File: src/rtl/mem_master.sv
// Initiator-side controller for the single-port word memory. It runs read, write and clear bursts.
// All outputs are registered. With MEM_MASTER_WRITE_VERIFY_EN, each written word is read back and compared.
module mem_master #(
    parameter int ADDR_BITS = 10,
    parameter int DATA_BITS = 32,
    parameter int LEN_BITS  = 4
) (
    input  logic                 clk,
    input  logic                 clr_n,
    input  logic                 req_valid,
    output logic                 req_ready,
    input  logic [1:0]           req_op,
    input  logic [ADDR_BITS-1:0] req_addr,
    input  logic [LEN_BITS-1:0]  req_len,
    input  logic                 wr_valid,
    output logic                 wr_ready,
    input  logic [DATA_BITS-1:0] wr_data,
    output logic                 rd_valid,
    input  logic                 rd_ready,
    output logic [DATA_BITS-1:0] rd_data,
    output logic                 done,
    output logic                 err,
    output logic [ADDR_BITS-1:0] mem_addr,
    output logic [DATA_BITS-1:0] mem_din,
    output logic                 mem_sel,
    output logic                 mem_str,
    output logic                 mem_ld,
    output logic                 mem_clr,
    input  logic [DATA_BITS-1:0] mem_dout
);

    localparam logic [3:0] IDLE     = 4'd0;
    localparam logic [3:0] RD_ISSUE = 4'd1;
    localparam logic [3:0] RD_CAPT  = 4'd2;
    localparam logic [3:0] RD_HOLD  = 4'd3;
    localparam logic [3:0] WR_WAIT  = 4'd4;
    localparam logic [3:0] WR_ISSUE = 4'd5;
    localparam logic [3:0] CLR      = 4'd6;
    localparam logic [3:0] FIN      = 4'd7;
`ifdef MEM_MASTER_WRITE_VERIFY_EN
    localparam logic [3:0] VF_ISSUE = 4'd8;
    localparam logic [3:0] VF_CAPT  = 4'd9;
    logic vf_err;
`endif

    logic [3:0]           state;
    logic [ADDR_BITS-1:0] addr_q;
    logic [LEN_BITS-1:0]  beats_q;

    always_ff @(posedge clk or negedge clr_n) begin
        if (!clr_n) begin
            state     <= IDLE;
            addr_q    <= '0;
            beats_q   <= '0;
            req_ready <= 1'b1;
            wr_ready  <= 1'b0;
            rd_valid  <= 1'b0;
            rd_data   <= '0;
            done      <= 1'b0;
            err       <= 1'b0;
            mem_addr  <= '0;
            mem_din   <= '0;
            mem_sel   <= 1'b0;
            mem_str   <= 1'b0;
            mem_ld    <= 1'b0;
            mem_clr   <= 1'b0;
`ifdef MEM_MASTER_WRITE_VERIFY_EN
            vf_err    <= 1'b0;
`endif
        end else begin
            done <= 1'b0;
            err  <= 1'b0;
            case (state)
                IDLE: begin
                    if (req_valid && req_ready) begin
                        addr_q    <= req_addr;
                        beats_q   <= req_len;
                        req_ready <= 1'b0;
`ifdef MEM_MASTER_WRITE_VERIFY_EN
                        vf_err    <= 1'b0;
`endif
                        case (req_op)
                            2'b00: begin
                                state    <= RD_ISSUE;
                                mem_sel  <= 1'b1;
                                mem_ld   <= 1'b1;
                                mem_addr <= req_addr;
                            end
                            2'b01: begin
                                state    <= WR_WAIT;
                                wr_ready <= 1'b1;
                            end
                            2'b10: begin
                                state   <= CLR;
                                mem_clr <= 1'b1;
                            end
                            default: begin
                                state <= FIN;
                                done  <= 1'b1;
                                err   <= 1'b1;
                            end
                        endcase
                    end
                end
                RD_ISSUE: begin
                    mem_sel <= 1'b0;
                    mem_ld  <= 1'b0;
                    state   <= RD_CAPT;
                end
                RD_CAPT: begin
                    rd_data  <= mem_dout;
                    rd_valid <= 1'b1;
                    state    <= RD_HOLD;
                end
                RD_HOLD: begin
                    if (rd_ready) begin
                        rd_valid <= 1'b0;
                        if (beats_q != '0) begin
                            beats_q  <= beats_q - 1'b1;
                            addr_q   <= addr_q + 1'b1;
                            mem_addr <= addr_q + 1'b1;
                            mem_sel  <= 1'b1;
                            mem_ld   <= 1'b1;
                            state    <= RD_ISSUE;
                        end else begin
                            state <= FIN;
                            done  <= 1'b1;
                        end
                    end
                end
                WR_WAIT: begin
                    if (wr_valid && wr_ready) begin
                        mem_din  <= wr_data;
                        mem_addr <= addr_q;
                        mem_sel  <= 1'b1;
                        mem_str  <= 1'b1;
                        wr_ready <= 1'b0;
                        state    <= WR_ISSUE;
                    end
                end
`ifdef MEM_MASTER_WRITE_VERIFY_EN
                WR_ISSUE: begin
                    // Read the same word straight back; mem_addr still holds it.
                    mem_str <= 1'b0;
                    mem_ld  <= 1'b1;
                    state   <= VF_ISSUE;
                end
                VF_ISSUE: begin
                    mem_sel <= 1'b0;
                    mem_ld  <= 1'b0;
                    state   <= VF_CAPT;
                end
                VF_CAPT: begin
                    if (mem_dout != mem_din) vf_err <= 1'b1;
                    if (beats_q != '0) begin
                        beats_q  <= beats_q - 1'b1;
                        addr_q   <= addr_q + 1'b1;
                        wr_ready <= 1'b1;
                        state    <= WR_WAIT;
                    end else begin
                        state <= FIN;
                        done  <= 1'b1;
                        err   <= vf_err || (mem_dout != mem_din);
                    end
                end
`else
                WR_ISSUE: begin
                    mem_sel <= 1'b0;
                    mem_str <= 1'b0;
                    if (beats_q != '0) begin
                        beats_q  <= beats_q - 1'b1;
                        addr_q   <= addr_q + 1'b1;
                        wr_ready <= 1'b1;
                        state    <= WR_WAIT;
                    end else begin
                        state <= FIN;
                        done  <= 1'b1;
                    end
                end
`endif
                CLR: begin
                    mem_clr <= 1'b0;
                    state   <= FIN;
                    done    <= 1'b1;
                end
                FIN: begin
                    req_ready <= 1'b1;
                    state     <= IDLE;
                end
                default: state <= IDLE;
            endcase
        end
    end

endmodule

File: config.mk
export PLATFORM = sky130hd
export DESIGN_NAME = mem_master
export DESIGN_NICKNAME = d
export VERILOG_FILES = /design/src/rtl/mem_master.sv
export SDC_FILE = /design/constraint.sdc
export NUM_CORES = 1
export LEC_CHECK = 0
export CORE_ASPECT_RATIO = 2
export CORE_MARGIN = 2
export CORE_UTILIZATION = 57
export DETAILED_ROUTE_END_ITERATION = 8
export DONT_BUFFER_PORTS = 1
export HOLD_SLACK_MARGIN = 0.03
export PLACE_DENSITY = 0.75
export SYNTH_ARGS = -nofsm -noshare
export SYNTH_HDL_FRONTEND = slang
export SYNTH_SLANG_ARGS = --single-unit
File: constraint.sdc
create_clock -name clk -period 1.75 [get_ports clk]
set_input_delay 0.35 -clock clk [delete_from_list [all_inputs] [get_ports clk]]
set_output_delay 0.35 -clock clk [all_outputs]
set_load 0.02 [all_outputs]
==> results of run 1 <==
[report_power, final]
group	switching [uW]	total [uW]	internal (uW)
registers	2000	5420	3420
clock network	934	2080	1150
logic	2850	5990	3140
[per-stage QoR]
step / setup TNS (ps) / hold slack [ps]
floorplan: -39.0 / 54.4
CTS: -39.1 / -314
global placement: -21.0 / 56.8
finish: -91.1 / -303
detailed placement: -161 / 56.6
global route: -793 / -325
[kinds of logic after synthesis]
family | after synthesis
AOI/OAI and AO/OA | 115
muxes | 74
DFF | 100
xor gates and xnor gates | 1
buffers and inverters | 40
and+or+nand+nor | 71
adders and majority gates | 8
[synth_stat cells, drive strengths merged (2+ instances only)]
cell type  instances  area (um^2)
nand2             13         51.3
nor2              17         85.1
o221ai             7         61.3
nand2b             2         12.5
a21o               4         30.0
a2bb2oi           10         87.6
and2               3         21.3
mux2              70          792
buf               24          169
nand3              5         25.0
o21a               2         15.0
a31oi             10         62.6
dfrtp             99         2480
inv               14         52.6
nand4              4         25.0
o22ai             10         75.1
nor3b              2         25.0
mux2i              4         40.0
or2                2         12.5
and4               3         26.3
o22a               7         61.3
or3b               2         20.0
nor4               2         12.5
a21oi             27          135
clkbuf             2         7.51
o21ai             19         95.1
nor3               8         45.0
a21boi             4         30.0
nand3b             2         15.0
a22oi              7         57.6
nor2b              2         12.5
ha                 8          100
[sequential cells by signal, indices dropped and copies added (netlist names), 3 cells and up]
| name | flops |
|---|---|
| addr_q | 10 |
| state | 3 |
| mem_din | 32 |
| beats_q | 4 |
| mem_addr | 10 |
| rd_data | 32 |
[area by class of cell]
cell class / count / area, um^2 / area share, %
multi-input cells: 269 / 2290 / 38.5
inverters: 14 / 52.6 / 0.882
flip-flops and latches: 100 / 2500 / 42.0
clock inverters: 7 / 93.8 / 1.57
clock buffers: 9 / 225 / 3.78
well taps: 98 / 123 / 2.06
repair buffers: 77 / 671 / 11.3
[routing by layer]
layer | vias up | routed length (um)
met4 | 0 | 817
met1 | 1839 | 4260
met2 | 246 | 7400
li1 | 1640 | -
met3 | 60 | 1140
met5 | - | 0
[timing repair]
item | CTS | global route
pin swaps | 4 | 7
endpoints found under the hold margin | 100 | 100
setup buffers | 7 | 7
resized for setup | 6 | 30
setup endpoints to repair | 8 | 21
[worst max-delay path by stage]
| stage | from | slack (ps) | end |
|---|---|---|---|
| final | beats_q[1]$_DFFE_PN0P_ | -50 | beats_q[1]$_DFFE_PN0P_ |
| after global routing | beats_q[0]$_DFFE_PN0P_ | -110 | beats_q[1]$_DFFE_PN0P_ |
| after CTS | beats_q[1]$_DFFE_PN0P_ | -40 | beats_q[1]$_DFFE_PN0P_ |
| after detailed placement | beats_q[0]$_DFFE_PN0P_ | -60 | beats_q[1]$_DFFE_PN0P_ |
| after global placement | beats_q[1]$_DFFE_PN0P_ | -20 | beats_q[1]$_DFFE_PN0P_ |
| after floorplan | state[0]$_DFFE_PN0P_ | -30 | beats_q[1]$_DFFE_PN0P_ |
==> results.toml, run 1 <==
[run_status]
status = "finished with violations"
violations = "hold timing, setup timing"

[synth]
synth_area_per_cell_um2 = 12.0
synth_ff_type = "dfrtp_1"
ys_seq_area_share_pct = 51.2
synth-xor-area-share_pct = 0.179
yosysUniqueCellTypes = 60
yosys.area_share.adder_pct = 2.05
synth_top_family_by_area = "multiplexers"
synth_warnings = 0
synth_area_um2 = 4890
syn_nets = 502
synthSimpleGateAreaFrac_pct = 8.57
ys_ff_latch = 100
muxShareOfSynthArea_pct = 17.0
async_flop_share_pct = 100
syn_inst = 409
synth_edf_count = 0
synth_compound_area_share_pct = 16.3

[setup_path]
cp.required_ps = 1970
critPathSlowestCell = "dfrtp_1"
critPathTopFamily = "simple AND/OR/NAND/NOR gates"
rrSetupSlack_ps = -50
critPathCaptureType = "flip-flop"
worst-path-stages = 7
startpoint_type = "flip-flop"
crit_chain = "inv_2 -> ha_4 -> nor3b_4 -> buf_4 -> nor2_4 -> or2_4 -> mux2_4"
r2r-start = "beats_q[1]$_DFFE_PN0P_"
critPathBufInv = 2
worstPathMaxFanout = 4
r2r_end = "beats_q[1]$_DFFE_PN0P_"
critical_path_class = "flip-flop to flip-flop"
crit_arrival_ps = 2020
slowest_delay_ps = 400
r2r_cells = 7

[floorplanning]
core_area_um2 = 8290
initial_core_util_pct = 59.0
die_area_um2 = 9380
row_count = 47
die_w_um = 69.5
die_h_um = 135
pin_count = 168

[global_routing]
met2_usage_pct = 53.6
track_usage_pct = 29.6
grtUsageMet3_pct = 8.21
grt_busiest_layer = "met2"
grt_max_degree = 101
grt_pass1_vias = 3969
overflow = 0
grt_antenna_before_repair = 0
grt_pass1_wl_um = 21000
grt_use_met1_pct = 29.7

[timing]
timing.fmax_mhz = 555
holdWs_ps = -303
slew-limit-headroom_pct = 68.4
setup_viol = 4
finalMaxSlewViolations = 0
fin_ws_ps = -51.2
finalHoldViolCount = 100
finalCritPeriodShare_pct = 103
tightest_slew_ps = 470
fin_worst_skew_ps = 9.20
grt_setup_unrepaired = "true"
layout_min_cycle_time_ps = 1800

[finish]
post-route-cell-area_um2 = 5960
drive_above_1_share_pct = 41.6
layout_commonest_cell = "dfrtp_1"
final_core_util_pct = 71.9
instances_no_fill = 574
n_antenna_cell = 0
synthToLayoutAreaGrowth_pct = 21.8
layout_common_cells = "dfrtp_1, mux2_2, buf_4, a21oi_1, o21ai_0"
nFillCells = 572
final_nets = 564

[placement]
pre_cts_ws_ps = -59.4
dp_cells = 545
hpwlAfterDp_um = 9960
placed_area_um2 = 5400
port_buffers = 0
routabilityCongestion = 0.946

[cts]
h-tree-depth = 3
cts_root_buf = "clkbuf_16"
cts_buffers = 9
insertion_delay_ps = 340
cts.sinks = 100
clkTransAtPathRegs_ps = 70
cts_tree = "yes"
cts_max_path_buffers = 2

[detailed_routing]
ant_nets = 0
drc_errors = 0
routed_wl_um = 13600
routedWlPerCell_um = 23.7
dr.pass1.iters = 6
via_count = 3785
first_iter_violations = 442
via_per_inst = 6.59

[power_and_ir_drop]
leakage_uw = 0.00261
total_power_uw = 13500
power.density_nw_per_um2 = 2260
ir_drop_uv = 1180

[worst_hold_path]
hp-class = "primary input to asynchronous set/reset pin"

[flow_run]
drv_cap = 0
Power figures use the tool's default switching activity.
==> run 2: changes to the inputs <==
- GPL_TIMING_DRIVEN: not set -> 0
==> results.toml, run 2 (synthesized netlist as in run 1, its figures left out) <==
[power_and_ir_drop]
swShare_pct = 44.3
ir_drop_uv = 1290
p_int_uw = 7950
switchingPower_uw = 6330
power.density_nw_per_um2 = 2250
p_comb_share_pct = 46.3
clkPwrFrac_pct = 15.2
leakage_uw = 0.00276
seq_power_share_pct = 38.6

[timing]
slew-limit-headroom_pct = 68.4
finalCritPeriodShare_pct = 108
finalMaxSlewViolations = 0
fin_ws_ps = -143
grt_setup_unrepaired = "true"
setup_viol = 57
finalHoldViolCount = 100
layout_min_cycle_time_ps = 1890
timing.fmax_mhz = 528
tightest_slew_ps = 472
holdWs_ps = -322
fin_worst_skew_ps = 12.5

[cts]
clkTransAtPathRegs_ps = 80
insertion_delay_ps = 360
cts_buffers = 9
cts_max_path_buffers = 2
h-tree-depth = 3
cts.sinks = 100
cts_root_buf = "clkbuf_16"
cts_tree = "yes"

[finish]
n_antenna_cell = 0
instances_no_fill = 579
layout_common_cells = "dfrtp_1, mux2_2, buf_4, mux2_4, a21oi_1"
layout_commonest_cell = "dfrtp_1"
synthToLayoutAreaGrowth_pct = 29.8
final_nets = 569
nFillCells = 541
drive_above_1_share_pct = 45.7
post-route-cell-area_um2 = 6350
largestRegisters = "mem_din (32), rd_data (32)"

[floorplanning]
die_area_um2 = 9380
die_h_um = 135
initial_core_util_pct = 59.0
row_count = 47
die_w_um = 69.5
core_area_um2 = 8290
pin_count = 168

[setup_path]
startpoint_type = "flip-flop"
cp.required_ps = 1990
crit_arrival_ps = 2140
crit_chain = "inv_2 -> ha_4 -> nor3b_4 -> buf_6 -> o32ai_4 -> buf_6 -> or2_4 -> mux2_4"
critical_path_class = "flip-flop to flip-flop"
crit_top_cell = "buf_6"
critPathCaptureType = "flip-flop"
worstPathMaxFanout = 2
rrSetupSlack_ps = -140
critPathSlowestCell = "dfrtp_1"
r2r_cells = 8
slowest_delay_ps = 400

[global_routing]
grt_max_degree = 101
track_usage_pct = 33.9
grt_antenna_before_repair = 0
grt_pass1_vias = 4224
overflow = 0
grt_pass1_wl_um = 24000

[detailed_routing]
ant_nets = 0
via_per_inst = 6.79
via_count = 3934
drc_errors = 0
routedWlPerCell_um = 27.4
routed_wl_um = 15900
first_iter_violations = 374
dr.pass1.iters = 6

[placement]
dp_cells = 507
placed_area_um2 = 5030
hpwlAfterDp_um = 9660
port_buffers = 0
routabilityCongestion = 0.948

[run_status]
status = "finished with violations"
violations = "hold timing, setup timing"

[flow_run]
drv_cap = 0

[worst_hold_path]
hp-class = "primary input to asynchronous set/reset pin"
==> run 2: routing by layer <==
metal / vias to the layer above / part of all wire, % / routed length (um) / track usage (%)
met4: 0 / 6.7 / 1070 / 24.4
met1: 1944 / 32 / 5020 / 33.8
met2: 265 / 53 / 8420 / 59.6
met3: 75 / 8.5 / 1340 / 9.25
li1: 1650 / - / - / -
met5: - / 0 / 0 / 0
==> run 2: per-stage QoR <==
stage / power, uW / hold slack (ps) / TNS (ps) / setup WS, ps / util, %
2_1_floorplan: 8660 / 54.4 / -39.0 / -27.7 / -
3_3_place_gp: 9790 / 56.4 / -14530 / -414 / 60.7
3_5_place_dp: 9940 / 57.2 / -16730 / -419 / 60.7
4_1_cts: 13500 / -327 / -2450 / -112 / 73.4
5_1_grt: 14900 / -330 / -6570 / -176 / 76.6
6_report: 14300 / -322 / -3900 / -143 / 76.6
==> run 2: repair_timing <==
action	in CTS	in global routing
gates cloned	3	1
setup endpoints to repair	87	86
setup buffers	43	15
gates resized for setup	81	43
hold endpoints to repair	100	100
pin swaps	15	7
==> run 2: layout make-up <==
class	instances	area (um^2)	area share, %
clock inverters	7	91.3	1.44
multi-input cells	269	2550	40.1
clock buffers	9	225	3.55
plain buffers	23	211	3.33
well taps	98	123	1.93
inverters	14	56.3	0.887
flip-flops and latches	100	2500	39.4
repair buffers	59	594	9.36
==> run 2: final timing paths <==
path / to / start
setup / recovery: beats_q[1]$_DFFE_PN0P_ / beats_q[1]$_DFFE_PN0P_
max in group asynchronous: req_ready$_DFFE_PN1P_ / clr_n
setup reg to reg: beats_q[1]$_DFFE_PN0P_ / beats_q[1]$_DFFE_PN0P_
min in group clk: mem_din[22]$_DFFE_PN0P_ / wr_data[22]
hold reg to reg: addr_q[9]$_DFFE_PN0P_ / addr_q[9]$_DFFE_PN0P_
hold / removal: mem_addr[1]$_DFFE_PN0P_ / clr_n
==> run 2: critical path, delay by kind of cell, from the launching register on <==
family / cells / cell delay, ps
flops: 1 / 400
fa+ha+maj: 1 / 140
mux: 1 / 290
compound gates: 1 / 90
simple gates: 2 / 480
buf+inv: 3 / 370
==> run 2: power by group through the flow <==
stage	Combinational (uW)	Clock, uW	Sequential (uW)
6_report	6610	2170	5510
5_1_grt	6980	2250	5630
4_1_cts	5820	2170	5480
3_5_place_dp	4480	0	5470
3_3_place_gp	4340	0	5450
2_1_floorplan	3510	0	5150
